==> config.mk <==
export PLATFORM = sky130hd
export DESIGN_NAME = clk_div_multi
export DESIGN_NICKNAME = d
export VERILOG_FILES = /design/src/rtl/clk_div_multi.sv
export SDC_FILE = /design/constraint.sdc
export NUM_CORES = 1
export LEC_CHECK = 0
export CAP_MARGIN = 20
export CORE_MARGIN = 4
export CORE_UTILIZATION = 25
export CTS_CLUSTER_SIZE = 16
export DETAILED_ROUTE_END_ITERATION = 8
export HOLD_SLACK_MARGIN = 0.15
export PLACE_DENSITY = 0.39
export SETUP_SLACK_MARGIN = 0.4
export SKIP_LAST_GASP = 1
export SYNTH_ARGS = -nofsm -noshare
export SYNTH_HDL_FRONTEND = slang
export SYNTH_SLANG_ARGS = --single-unit
==> constraint.sdc <==
create_clock -name clk -period 6.94 [get_ports clk]
set_clock_uncertainty 0.1 [all_clocks]
set_input_delay 0.694 -clock clk [delete_from_list [all_inputs] [get_ports clk]]
set_output_delay 0.694 -clock clk [all_outputs]
set_load 0.05 [all_outputs]
==> src/rtl/clk_div_multi.sv <==
// Multi-channel programmable prescaler: independent periodic/one-shot enable pulses plus delayed copies.
// Optional macro CLKDIV_SYNC_START_EN adds a syncStart input that phase-aligns all running channels.
module clk_div_multi #(
    parameter int NUM_CH = 4,
    parameter int WIDTH  = 10,
    parameter int DELAY  = 1
) (
    input  logic                      clk,
    input  logic                      resetN,
`ifdef CLKDIV_SYNC_START_EN
    input  logic                      syncStart,
`endif
    input  logic [NUM_CH-1:0]         chEnable,
    input  logic [NUM_CH-1:0]         oneShot,
    input  logic [NUM_CH*WIDTH-1:0]   preScaleValue,
    output logic [NUM_CH-1:0]         slowEnPulse,
    output logic [NUM_CH-1:0]         slowEnPulse_d,
    output logic [NUM_CH-1:0]         busy
);

    typedef enum logic [1:0] {IDLE, RUN, DONE} state_t;

    state_t            state   [NUM_CH];
    logic [WIDTH-1:0]  counter [NUM_CH];
    logic [WIDTH-1:0]  shadow  [NUM_CH];
    logic [NUM_CH-1:0] delay_line [DELAY];
    logic              sync_start;

`ifdef CLKDIV_SYNC_START_EN
    assign sync_start = syncStart;
`else
    assign sync_start = 1'b0;
`endif

    // The period value is captured into shadow only at start or wrap, so a
    // mid-period change of preScaleValue never shortens or stretches a period.
    always_ff @(posedge clk or negedge resetN) begin
        if (!resetN) begin
            for (int i = 0; i < NUM_CH; i++) begin
                state[i]   <= IDLE;
                counter[i] <= '0;
                shadow[i]  <= '0;
            end
            slowEnPulse <= '0;
        end else begin
            for (int i = 0; i < NUM_CH; i++) begin
                case (state[i])
                    IDLE: begin
                        counter[i]     <= '0;
                        slowEnPulse[i] <= 1'b0;
                        if (chEnable[i]) begin
                            state[i]  <= RUN;
                            shadow[i] <= preScaleValue[i*WIDTH +: WIDTH];
                        end
                    end
                    RUN: begin
                        if (!chEnable[i]) begin
                            state[i]       <= IDLE;
                            counter[i]     <= '0;
                            slowEnPulse[i] <= 1'b0;
                        end else if (sync_start) begin
                            counter[i]     <= '0;
                            shadow[i]      <= preScaleValue[i*WIDTH +: WIDTH];
                            slowEnPulse[i] <= 1'b0;
                        end else if (counter[i] >= shadow[i]) begin
                            counter[i]     <= '0;
                            shadow[i]      <= preScaleValue[i*WIDTH +: WIDTH];
                            slowEnPulse[i] <= 1'b1;
                            if (oneShot[i])
                                state[i] <= DONE;
                        end else begin
                            counter[i]     <= counter[i] + 1'b1;
                            slowEnPulse[i] <= 1'b0;
                        end
                    end
                    DONE: begin
                        counter[i]     <= '0;
                        slowEnPulse[i] <= 1'b0;
                        if (!chEnable[i])
                            state[i] <= IDLE;
                    end
                    default: begin
                        state[i]       <= IDLE;
                        counter[i]     <= '0;
                        slowEnPulse[i] <= 1'b0;
                    end
                endcase
            end
        end
    end

    // Delay line is deliberately not cleared on disable so in-flight pulses drain.
    always_ff @(posedge clk or negedge resetN) begin
        if (!resetN) begin
            for (int k = 0; k < DELAY; k++)
                delay_line[k] <= '0;
        end else begin
            delay_line[0] <= slowEnPulse;
            for (int k = 1; k < DELAY; k++)
                delay_line[k] <= delay_line[k-1];
        end
    end

    assign slowEnPulse_d = delay_line[DELAY-1];

    always_comb begin
        busy = '0;
        for (int i = 0; i < NUM_CH; i++)
            busy[i] = (state[i] == RUN);
    end

endmodule

# ---- Word-level counts from Yosys, hierarchy flattened
# Index checks and enable logic that the tools add are counted.
dict set report word_totals {
  in_bits 50
  reg_bits 96
}
dict set report classes {
  n_eq_ne 32
  muxes 64
  add_sub_neg 4
  magnitude_cmp 4
  reduce_logical 16
}
# op n
set ops {}
lappend ops {{$mux 10} 24}
lappend ops {{$pmux 10 s2} 4}
lappend ops {{$add 10x1->10 const B} 4}
lappend ops {{$ge 10x10->1} 4}
lappend ops {{$mux 2} 20}
lappend ops {{$reduce_and 4->1} 8}
lappend ops {{$ne 2x2->1 const B} 12}
lappend ops {{$pmux 2 s3} 4}
lappend ops {{$mux 1} 12}
lappend ops {{$ne 3x2->1 const B} 4}
lappend ops {{$ne 3x3->1 const B} 4}
lappend ops {{$eq 2x1->1 const B} 4}
lappend ops {{$eq 2x2->1 const B} 4}
lappend ops {{$logic_not 2->1} 4}
lappend ops {{$ne 2x1->1 const B} 4}
lappend ops {{$reduce_bool 2->1} 4}

# ---- Depth between registers and ports, before layout
dict set report logic_depth {
  ltp_word 4
  mapped_depth 7
  depth_no_buf 7
}

# ---- Worst setup path before layout
# OpenSTA, ideal clock, no wires.
dict set report synth_path {
  path_kind {reg2reg}
  start {register counter[17] in the netlist's numbering}
  end {register shadow[10] in the netlist's numbering}
  arrival_time_ps 1949
  path_buffers 0
  setup_slack_ps 4766
  stages_incl_launch_ff 6
  setup_time_ps 125
  path_cell_list {dfrtp_1 > ha_1 > nand4_1 > o41a_1 > a31oi_4 > mux2_2}
}
dict set report synth_between {
  elab_chain_len 3
}
# element line
set synth_rtl {}
lappend synth_rtl {{start: declaration} 24} ;# logic [WIDTH-1:0] counter [NUM_CH];
lappend synth_rtl {{start signal: indexed assignment} 72} ;# counter[i] <= counter[i] + 1'b1;
lappend synth_rtl {{$ge 10x10->1} 65} ;# end else if (counter[i] >= shadow[i]) begin
lappend synth_rtl {{$ne 2x1->1 (no line)} -}
lappend synth_rtl {{$reduce_and 4->1 (no line)} -}
lappend synth_rtl {{end signal: indexed assignment} 53} ;# shadow[i] <= preScaleValue[i*WIDTH +: WIDTH];
lappend synth_rtl {{end signal: indexed assignment} 63} ;# shadow[i] <= preScaleValue[i*WIDTH +: WIDTH];
lappend synth_rtl {{end signal: indexed assignment} 67} ;# shadow[i] <= preScaleValue[i*WIDTH +: WIDTH];
lappend synth_rtl {{end: declaration} 25} ;# logic [WIDTH-1:0] shadow [NUM_CH];
# Every way passes these cells.
# A chain may end at the register's enable or synchronous reset.

# ---- Worst setup path after layout
dict set report layout_path {
  start {register state[6] in the netlist's numbering}
  end {output port busy[0]}
}
dict set report layout_between {
  elab_chain_len 1
}
# element line
set layout_rtl {}
lappend layout_rtl {{start: declaration} 23} ;# state_t state [NUM_CH];
lappend layout_rtl {{start signal: indexed assignment} 40} ;# state[i] <= IDLE;
lappend layout_rtl {{start signal: indexed assignment} 52} ;# state[i] <= RUN;
lappend layout_rtl {{start signal: indexed assignment} 58} ;# state[i] <= IDLE;
lappend layout_rtl {{$eq 2x1->1} 109} ;# busy[i] = (state[i] == RUN);
lappend layout_rtl {{end: declaration} 18} ;# output logic [NUM_CH-1:0] busy
# Every way passes these cells.

==> results_dict.tcl <==
set metrics [dict create \
    synth_area_per_cell_sq_um 10.9 \
    worstPathBufferInverterCount 1 \
    critPathMaxStageDelay_ns 0.83 \
    synthArstFlopShare_pct 100 \
    ff2ff_setup_slack_ns 4.50 \
    post_cts_resized 0 \
    grt_first_pass_wirelength_um 17800 \
    grt_max_degree 65 \
    htree_num_levels 3 \
    start_util_pct 25.8 \
    status "finished clean" \
    start_kind "flop" \
    num_rows 50 \
    critPathSlowestCell "clkdlybuf4s50_1" \
    synth_edf_count 0 \
    period_needed_ns 2.65 \
    r2r-start "counter[23]" \
    worstRegToRegCells 6 \
    viasPerCell 4.21 \
    grt_pass1_vias 3563 \
    postCtsSetupBuffers 0 \
    ys_seq_area_share_pct 48.9 \
    dr.first_iter.drc_count 127 \
    final_max_slew_viol_count 0 \
    maxCapViolations 0 \
    finalWirelength_um 10200 \
    clk_latency_ns 0.35 \
    setup_viol 0 \
    rsz0062_at_grt "no" \
    synth_top_area_share_pct 48.9 \
    ys_top_cells_by_count "96 x dfrtp_1, 60 x nor2_1, 48 x inv_1, 44 x ha_1, 40 x mux2_2" \
    setup-tns-final_ns 0 \
    yosysWarningCount 0 \
    antenna_found_initial 0 \
    cp_data_arrival_time_ns 1.86 \
    placement.io_buffers 61 \
    cp_max_fo 6 \
    crit_family "buffers and inverters" \
    antennaDiodeCount 0 \
    ys_dominant_reg_cell "dfrtp_1" \
    vias 3302 \
    fin_nets 616 \
    die_h_um 148 \
    cts_tree "yes" \
    firstDrtPassIters 4 \
    max_freq_ghz 0.377 \
    die_x_um 148 \
    path_clk_slew_ns 0.07 \
    wl_per_cell_um 13.0 \
    place.gp.congestion 0.732 \
    netlist_instances 449 \
    yosys.cell_types.count 25 \
    instances_no_fill 785 \
    slew_headroom_pct 45.1 \
    tightest_slew_ns 0.824 \
    synth.area.top_cells "dfrtp_1 49%, ha_1 11%, mux2_2 9.2%" \
    dieArea_sq_um 21900 \
    grt.overflow.total 0 \
    syn2layout_area_growth_pct 25.5 \
    io_pins 62 \
    required_ns 6.15 \
    synthMostInstantiatedCell "dfrtp_1" \
    gr-usage-all-layers_pct 10.1 \
    finalCritPeriodShare_pct 38.2 \
    cts_buffer_depth 2 \
    hold_violations 0 \
    p_per_area_nw_per_um2 216 \
    place_inst 771 \
    drc 0 \
    synth-seq-cells 96 \
    dpl.hpwl_um 7560 \
    criticalPathCategory "flop to output pin" \
    numCtsBuffers 9 \
    r2r_end "shadow[24]" \
    yosys.area.top_type "dfrtp_1" \
    hold_class "input pin to asynchronous set/reset pin" \
    synth_nets 543 \
    power.leakage_nw 2.73 \
    clkSinkCount 96 \
    drive_gt1_share_pct 11.8 \
    root_buffer "clkbuf_16" \
    endpoint_kind "output pin" \
    core_region_area_sq_um 19000 \
    ant_nets 0 \
    nFillCells 1984 \
    path_cells "nor2b_1 -> clkdlybuf4s50_1" \
    synth_area_sq_um 4910 \
    hold_buffers 0 \
    ir_drop_mv 0.116 \
]
==> cells in the final DEF (no fill, tap or decap), drive strengths merged <==
cell           synthesis  final
dfrtp                 96     96
nand4                 15     15
a211o                  1      1
xnor2                 12     12
clkinvlp               0      1
nand3                 16     16
nor2b                  8      8
buf                    0      2
clkbuf                 0     11
mux2                  40     40
o21ai                  7      7
and4b                  2      2
xor2                  20     20
nand3b                 4      4
nand4b                 2      2
a21oi                 16     16
inv                   48     48
o21a                   5      5
ha                    44     44
a21o                   3      3
bufinv                 0      2
nand2                 23     23
a211oi                 8      8
nor2                  60     60
a31oi                  6      6
nand2b                12     12
clkdlybuf4s50          0     60
o41a                   1      1
==> stage by stage <==
step                hold slack [ns]  setup WS [ns]  power [mW]  utilization (%)  instance area [sq um]
floorplan                     0.298           4.77       0.737                -                   4910
global placement              0.262           4.56       0.807             30.8                   5850
detailed placement            0.259           4.49       0.813             30.8                   5850
CTS                           0.203           4.27        1.36             32.4                   6160
global route                  0.225           4.20        1.41             32.4                   6160
finish                        0.193           4.29        1.33             32.4                   6160
==> registers in the layout (all words and copies together), names as in the netlist <==
| register | count |
|---|---|
| counter | 40 |
| shadow | 40 |
| state | 8 |
| slowEnPulse | 4 |
| slowEnPulse_d | 4 |
==> where the power goes <==
group	total, mW	switching, mW	internal (mW)
Sequential	0.625	0.0245	0.600
Clock	0.537	0.215	0.322
Combinational	0.171	0.0793	0.0914
Total	1.33	0.319	1.01
==> cell type report <==
type	instances	area, sq um	share of cell area (%)
flip-flops and latches	96	2400	39.0
multi-input cells	305	2330	37.8
repair buffers	62	616	9.99
well taps	260	325	5.28
clock buffers	11	243	3.94
inverters	48	180	2.92
clock inverters	3	67.6	1.10
==> logic make-up (layout without fill, tap and decap cells) <==
family	Yosys count	after routing	synth area share, %
AND/OR/NAND/NOR	142	142	13.8
AO/OA/AOI/OAI	47	47	7.49
XOR/XNOR	32	32	5.71
flip-flops	96	96	48.9
buffers and inverters	48	124	3.67
adder cells (fa/ha/maj)	44	44	11.2
multiplexers	40	40	9.17
==> how the worst max path moves through the flow <==
stage	from	to	slack (ns)	depth (start not counted)
2_1_floorplan	counter[17]	shadow[10]	4.77	5
3_3_place_gp	chEnable[3]	shadow[8]	4.56	4
3_5_place_dp	counter[23]	shadow[24]	4.49	6
4_1_cts	state[6]	busy[0]	4.27	2
5_1_grt	state[2]	busy[2]	4.20	2
6_report	state[6]	busy[0]	4.29	2
==> routing by layer <==
layer | vias to the layer above | GRT usage, % | share of wire, %
met1 | 1563 | 13.1 | 47
li1 | 1668 | - | -
met3 | 20 | 2.56 | 3.7
met2 | 51 | 16.1 | 47
met5 | - | 0 | 0
met4 | 0 | 4.34 | 2.5
(Power assumes the default switching activity.)
